$ cat config.mk
export PLATFORM = sky130hd
export DESIGN_NAME = rr_burst_arbiter
export DESIGN_NICKNAME = d
export VERILOG_FILES = /design/src/rtl/rr_burst_arbiter.sv
export SDC_FILE = /design/constraint.sdc
export NUM_CORES = 1
export LEC_CHECK = 0
export BUFFER_PORTS_ARGS = -buffer_cell sky130_fd_sc_hd__buf_2
export CAP_MARGIN = 20
export CORE_MARGIN = 2
export CORE_UTILIZATION = 57
export CTS_CLUSTER_DIAMETER = 150
export DETAILED_ROUTE_END_ITERATION = 7
export MAX_ROUTING_LAYER = met4
export PLACE_DENSITY = 0.83
export SLEW_MARGIN = 15
export SYNTH_ARGS = -nofsm -noshare
export SYNTH_HDL_FRONTEND = slang
export SYNTH_SLANG_ARGS = --single-unit
$ cat constraint.sdc
create_clock -name i_clk -period 11.35 [get_ports i_clk]
set_input_delay 0.5675 -clock i_clk [delete_from_list [all_inputs] [get_ports i_clk]]
set_output_delay 0.5675 -clock i_clk [all_outputs]
set_load 0.005 [all_outputs]
$ cat src/rtl/rr_burst_arbiter.sv
// Round-robin arbiter with registered one-hot grants, per-beat ack handshake
// and a limit of BURST acknowledged beats per grant before priority rotates.
module rr_burst_arbiter #(
   parameter int N     = 4,
   parameter int BURST = 1
) (
   input  logic                 i_clk,
   input  logic                 i_rst_n,
   input  logic [N-1:0]         i_req,
   input  logic                 i_ack,
   output logic [N-1:0]         o_gnt,
   output logic [$clog2(N)-1:0] o_gnt_idx,
   output logic                 o_valid,
   output logic                 o_last
);

   localparam int IW = $clog2(N);
   localparam int CW = (BURST > 1) ? $clog2(BURST) : 1;

   typedef enum logic {IDLE, GRANT} state_t;

   state_t          r_state;
   logic [IW-1:0]   r_ptr;
   logic [IW-1:0]   r_idx;
   logic [CW-1:0]   r_cnt;
   logic [N-1:0]    r_gnt;
   logic            r_valid;
   logic            r_last;

   logic [IW-1:0]   w_base;
   logic [IW-1:0]   w_sel;
   logic [N-1:0]    w_sel_oh;
   logic            w_found;
   logic            w_release;
   logic [CW-1:0]   w_cnt_nxt;

   // While granted, a rotate searches from the current owner, which becomes ptr.
   assign w_base    = (r_state == GRANT) ? r_idx : r_ptr;
   assign w_found   = (i_req != '0);
   assign w_release = !i_req[r_idx] || (i_ack && (r_cnt == CW'(BURST - 1)));
   assign w_cnt_nxt = r_cnt + 1'b1;

   always_comb begin : sel_blk
      int unsigned v_d;
      int unsigned v_best;
      v_d    = 0;
      v_best = N;
      w_sel  = '0;
      for (int unsigned i = 0; i < N; i++) begin
         if (i_req[i]) begin
            // distance from base+1, so the base itself ranks last
            v_d = (i + N - 1 - 32'(w_base)) % N;
            if (v_d < v_best) begin
               v_best = v_d;
               w_sel  = IW'(i);
            end
         end
      end
   end

   always_comb begin
      w_sel_oh        = '0;
      w_sel_oh[w_sel] = 1'b1;
   end

   always_ff @(posedge i_clk or negedge i_rst_n) begin
      if (!i_rst_n) begin
         r_state <= IDLE;
         r_ptr   <= IW'(N - 1);
         r_idx   <= '0;
         r_cnt   <= '0;
         r_gnt   <= '0;
         r_valid <= 1'b0;
         r_last  <= 1'b0;
      end else begin
         case (r_state)
            IDLE: begin
               if (w_found) begin
                  r_state <= GRANT;
                  r_idx   <= w_sel;
                  r_gnt   <= w_sel_oh;
                  r_cnt   <= '0;
                  r_valid <= 1'b1;
                  r_last  <= (BURST == 1);
               end
            end
            GRANT: begin
               if (w_release) begin
                  r_ptr <= r_idx;
                  r_cnt <= '0;
                  if (w_found) begin
                     r_idx   <= w_sel;
                     r_gnt   <= w_sel_oh;
                     r_valid <= 1'b1;
                     r_last  <= (BURST == 1);
                  end else begin
                     r_state <= IDLE;
                     r_idx   <= '0;
                     r_gnt   <= '0;
                     r_valid <= 1'b0;
                     r_last  <= 1'b0;
                  end
               end else if (i_ack) begin
                  r_cnt  <= w_cnt_nxt;
                  r_last <= (w_cnt_nxt == CW'(BURST - 1));
               end
            end
            default: r_state <= IDLE;
         endcase
      end
   end

   assign o_gnt     = r_gnt;
   assign o_gnt_idx = r_idx;
   assign o_valid   = r_valid;
   assign o_last    = r_last;

endmodule

Word-level counts from Yosys, hierarchy flattened. Cells that the tools add are included.

Add/sub/neg operators: 5. Multipliers: 0. Divide/modulo/power cells: 0. Magnitude comparators: 7. Equal/unequal tests: 3. Shift operators: 0. Muxes and demuxes: 38. Bitwise gates (word level): 3. Reduce and logical (&&, ||, !) cells: 8.

Operators by type and width (number): 32-bit 2-to-1 mux (5); 2-bit by 32-bit < comparator with 1-bit output (3); 2-bit 2-to-1 mux (8); 1-bit 2-to-1 mux (13); 4-bit 2-to-1 mux (3); 2-bit by 3-bit < comparator with 1-bit output, second input constant (3); 1-bit one-hot mux with 2 select lines (4); 4-bit one-hot mux with 2 select lines (1); 2-bit AND reduction (3); 2-bit one-hot mux with 2 select lines (1); 4-bit nonzero test (1); 1-bit by 2-bit subtractor with 2-bit output, first input constant (2); 2-bit subtractor, first input constant (2); 3-bit 2-to-1 mux (1); 3-bit by 2-bit inequality test with 1-bit output, second input constant (1); 1-bit inverter (3); 1-bit binary-select mux with 2-bit select (1); 1-bit demux with 2-bit select (1); 2-bit by 1-bit greater-or-equal comparator with 1-bit output, second input constant (1); 1-bit logical AND (2); 2-bit by 1-bit inequality test with 1-bit output, second input constant (1); 2-bit inequality test, second input constant (1); 1-bit adder, second input constant (1); 1-bit logical NOT (1); 1-bit logical OR (1).

Bits in registers: 12. Latch bits: 0. Bits in writable memories: 0. Memory bits (read-only): 0. Input bits: 7. Output and inout bits: 8. Logic and storage cells: 71. Memories: 0.

Depth between registers and ports, before layout.
Depth in word-level cells: 21. Mapped depth: 19. Mapped depth without buffers: 18.

Worst setup path before layout. OpenSTA, ideal clock, no wires.

Path kind: flip-flop to flip-flop. Start point: register r_state. End point: register r_gnt[1] (netlist: o_gnt[1]). Library setup time: 0.122 ns. Arrival time: 3.745 ns. Data required time: 11.228 ns. Slack: 7.484 ns. Stages on the path, launching flop included: 18. Path buffers: 1. Period minus slack after synthesis: 3.866 ns. Cell sequence: dfrtp_1 -> buf_6 -> mux2i_1 -> inv_1 -> xnor2_1 -> inv_1 -> ha_1 -> a21boi_0 -> nor2_1 -> a21oi_1 -> ha_1 -> and3b_1 -> a32oi_1 -> o21ai_0 -> mux2_2 -> ha_1 -> o41a_1 -> a32o_1.

Word-level cells in the longest chain between the ends: 21. Elaborated cells on any way between the ends: 34. Those cells by class: add/sub (4); order compare (6); eq/ne (2); mux (19); bitwise (1); reduce/logical (2).

Ends and longest elaborated chain: start, declared (RTL line 22) `state_t r_state;`; start signal, assigned (RTL line 68) `r_state <= IDLE;`; start signal, assigned (RTL line 79) `r_state <= GRANT;`; start signal, assigned (RTL line 97) `r_state <= IDLE;`; 2-bit 2-to-1 mux (RTL line 38) `assign w_base = (r_state == GRANT) ? r_idx : r_ptr;`; 2-bit subtractor (RTL line 52) `v_d = (i + N - 1 - 32'(w_base)) % N;`; 2-bit by 3-bit < comparator with 1-bit output (RTL line 53) `if (v_d < v_best) begin`; 3-bit 2-to-1 mux (RTL line 53); 32-bit 2-to-1 mux (RTL line 50) `if (i_req[i]) begin`; 2-bit by 32-bit < comparator with 1-bit output (RTL line 53); 32-bit 2-to-1 mux (RTL line 53); 32-bit 2-to-1 mux (RTL line 50); [5 not listed]; 2-bit 2-to-1 mux (RTL line 50); 2-bit by 3-bit < comparator with 1-bit output (implied by the code) or 2-bit by 1-bit greater-or-equal comparator with 1-bit output (tied branches) (RTL line 63) `w_sel_oh[w_sel] = 1'b1;`; 1-bit logical AND (implied by the code) (RTL line 63); 1-bit 2-to-1 mux (implied by the code) (RTL line 63); 1-bit demux with 2-bit select (RTL line 63); 4-bit 2-to-1 mux (RTL line 91) `if (w_found) begin`; 4-bit 2-to-1 mux (RTL line 88) `if (w_release) begin`; 4-bit one-hot mux with 2 select lines (RTL line 76) `case (r_state)`; end signal, assigned (RTL line 81) `r_gnt <= w_sel_oh;`; end signal, assigned (RTL line 93) `r_gnt <= w_sel_oh;`; end, declared (RTL line 26) `logic [N-1:0] r_gnt;`.

Parallel ways exist; a longest one is shown, timed or not. The select of a mux whose other input is x is not followed. A chain may end at the register's enable or synchronous reset.

Worst setup path after layout. Same ends and word-level chain as after synthesis.

==> metrics.md <==
| Metric | Value |
|---|---|
| Status | finished, final reports clean |
| Number of synthesized register bits | 12 |
| PD cells | 276 mW/mm^2 |
| CTS tree | yes |
| Post-synth top area cell | dfrtp_1 |
| H-tree depth | 1 |
| Hold crit path type | in -> async |
| Leakage | 0.422 nW |
| Final min period | about 4600 ps |
| Fin area | roughly 890 um^2 |
| Setup TNS | 0 ps |
| Pre-CTS worst setup slack | 6830 ps |
| WL per Instance | 14.4 um |
| Worst-case clock buffer depth | 2 |
| Post-DP HPWL | 1.26 mm |
| Register share of total power | 0.289 |
| Height of the die | 41.8 um |
| Hold_buf cts | 0 |
| Mapped Area | between 800 and 900 um^2 |
| Net Sw Frac | 0.411 |
| PostCTS Resize Cnt | 0 |
| Worst setup margin | slightly below 7000 ps |
| Global route overflow | 0 |
| Initial Utilization | 0.617 |
| Total number of vias | 686 |
| CP required | roughly 12000 ps |
| R2R Setup Slk | between 6000 and 7000 ps |
| FF-to-FF Start | r_state |
| First-pass iteration count of the detailed router | 4 |
| GRT Util Overall | 0.216 |
| Yosys top cell area share | 0.308 |
| Int Pwr | ~140 uW |
| Setup crit start kind | register |
| Layout cell share with drive strength beyond 1 | 0.299 |
| Worst-margin pin slew | roughly 540 ps |
| Max Cap Viol | 0 |
| Worst-Skew Late Latency | 270 ps |
| DRT antenna net count | 0 |
| Dpl cell area | roughly 860 um^2 |
| CP arrival | ~4700 ps |
| Worst-path fanout max | 9 |
| Fin. Hold Viols | 0 |
| Drt drc | 0 |
| Vias per std cell | 6.13 |
| Reg clk slew, reported paths | roughly 70 ps |
| Die ar. | approximately 0.0017 mm^2 |
| Die X | ~42 um |
| CTS sink count | 12 |
| Post-synth EDFFs | 0 |
| Distinct cells, synth | 39 |
| Iteration-0 DRC Markers | 20 |
| Finish-stage setup viols | 0 |
| RSZ-0062 raised after global routing | no |
| Nets | about 110 |
| Core box area | roughly 0.0013 mm^2 |
| First-pass GRT wire length | ~2.8 mm |
| Worst Hold Slack | between 150 and 200 ps |
| CTS root buffer | clkbuf_4 |
| CP endpoint kind | register |
| Max VDD drop | between 0.15 and 0.2 mV |
| Slew Limit Fails | 0 |
| Slew Limit Headroom | 0.635 |
| Gpl congestion | approximately 0.88 |
| Synth Instances | 83 |
| Sw Pwr | ~100 uW |
| Sequential fraction of the synthesis area | 0.372 |
| Post-synth ARST share | 1.00 |
| Crit path kind | reg -> reg |
| YS warnings | 0 |
| Setup Skew | 3.58 ps |
| Cell Rows | 13 |
| Final period util | 0.403 |
| Clock share of power | 0.109 |
| Synth Area per Inst | 9.80 um^2 |
| Reg2Reg Depth | 16 |
| Top FF cell, synth | dfrtp_1 |
| Post-CTS Setup Inserts | 0 |
| P&R area growth vs syn | 9.38% |
| # port buffers | 14 |
| FMAX | 219 MHz |
| Vias in the first global route | between 600 and 700 |
| DRT Wirelength | 1.61 mm |
| Post-Syn Nets | 93 |
| N_diodes | 0 |
| Worst R2R End | o_gnt[1] |
| CTS buffer count | 3 |
| Initial antenna violation count | 0 |
| Number of top-level pins | 15 |
| Largest net degree at the start of global routing | 13 |
| Logic pwr share | 0.602 |
| Synth top area cells | dfrtp_1 (31%), dfstp_2 (6.5%), ha_1 (4.6%) |
| Total power | about 250 uW |
==> power groups by stage <==
stage / Clock [mW] / Sequential (mW) / Combinational, mW
final: 0.0267 / 0.0707 / 0.148
after global routing: 0.0305 / 0.0727 / 0.165
after CTS: 0.0280 / 0.0709 / 0.146
after detailed placement: 0 / 0.0718 / 0.145
after global placement: 0 / 0.0710 / 0.139
after floorplan: 0 / 0.0712 / 0.111
==> worst max-delay path, stage by stage, from the launching register on <==
cell and delay (ps):
dfrtp_1 540, mux2i_1 400, inv_1 130, xnor2_1 250, inv_1 90, ha_1 230
a21boi_0 470, nor2_1 80, a21oi_1 140, ha_1 230, and3b_1 210, a32oi_1 260
o21ai_0 150, mux2_2 290, ha_1 190, o41a_1 520, a32o_1 290
==> through the flow <==
stage	std cells	utilization
6_report	112	0.675
3_3_place_gp	108	0.655
3_5_place_dp	108	0.655
5_1_grt	112	0.675
4_1_cts	112	0.675
2_1_floorplan	83	-
==> state kept, by name, summed over array words and instances (netlist names) <==
name       cells
o_gnt          4
r_ptr          2
o_last         1
r_state        1
o_gnt_idx      2
r_cnt          1
o_valid        1
==> synth_stat cells, types with 2 or more instances <==
| cell type | instances |
|---|---|
| nand2b_1 | 2 |
| a32o_1 | 2 |
| o21ai_0 | 5 |
| a22oi_1 | 2 |
| dfstp_2 | 2 |
| nand3_1 | 3 |
| o22ai_1 | 2 |
| o21ai_1 | 2 |
| mux2_2 | 3 |
| nand2_1 | 4 |
| buf_6 | 3 |
| o211ai_1 | 2 |
| dfrtp_1 | 10 |
| inv_1 | 7 |
| a21oi_1 | 2 |
| nor2_1 | 7 |
| ha_1 | 3 |
==> cell usage in the layout (no fill, tap or decap), drive strengths merged, types with 3 or more instances in the layout <==
cell type / instances
clkbuf: 4
ha: 3
nand2: 4
mux2: 4
o21ai: 8
inv: 7
nand3: 3
dfrtp: 10
buf: 14
nor2: 8
==> metal layers <==
layer / part of all wire / track usage / routed length, um / vias to the layer above
met5: 0 / - / 0 / -
met4: 0.011 / 0.0581 / 18 / 0
met3: 0.065 / 0.0652 / 105 / 5
met2: 0.48 / 0.325 / 773 / 29
met1: 0.44 / 0.285 / 714 / 319
li1: - / - / - / 333
==> final cells by class <==
| class | instances | area [um^2] |
|---|---|---|
| flip-flops and latches | 12 | 303 |
| multi-input cells | 60 | 445 |
| fillers | 109 | 428 |
| well taps | 15 | 18.8 |
| clock buffers | 4 | 26.3 |
| inverters | 7 | 26.3 |
| repair buffers | 14 | 70.1 |
==> worst max-delay path by stage <==
stage,start,endpoint,slack (ps),depth (start not counted)
global placement,r_state,o_gnt[1],7000,16
finish,r_state,o_gnt[1],6780,16
detailed placement,r_state,o_gnt[1],6830,16
CTS,r_state,o_gnt[1],6810,16
global route,r_state,o_gnt[1],6430,18
floorplan,r_state,o_gnt[1],7480,17
==> kinds of logic after synthesis <==
group | share of synthesized area
mux | 0.100
fa+ha+maj | 0.0462
compound gates | 0.232
xor+xnor | 0.0108
flops | 0.372
simple gates | 0.158
buf+inv | 0.0800
(Power assumes the default switching activity.)
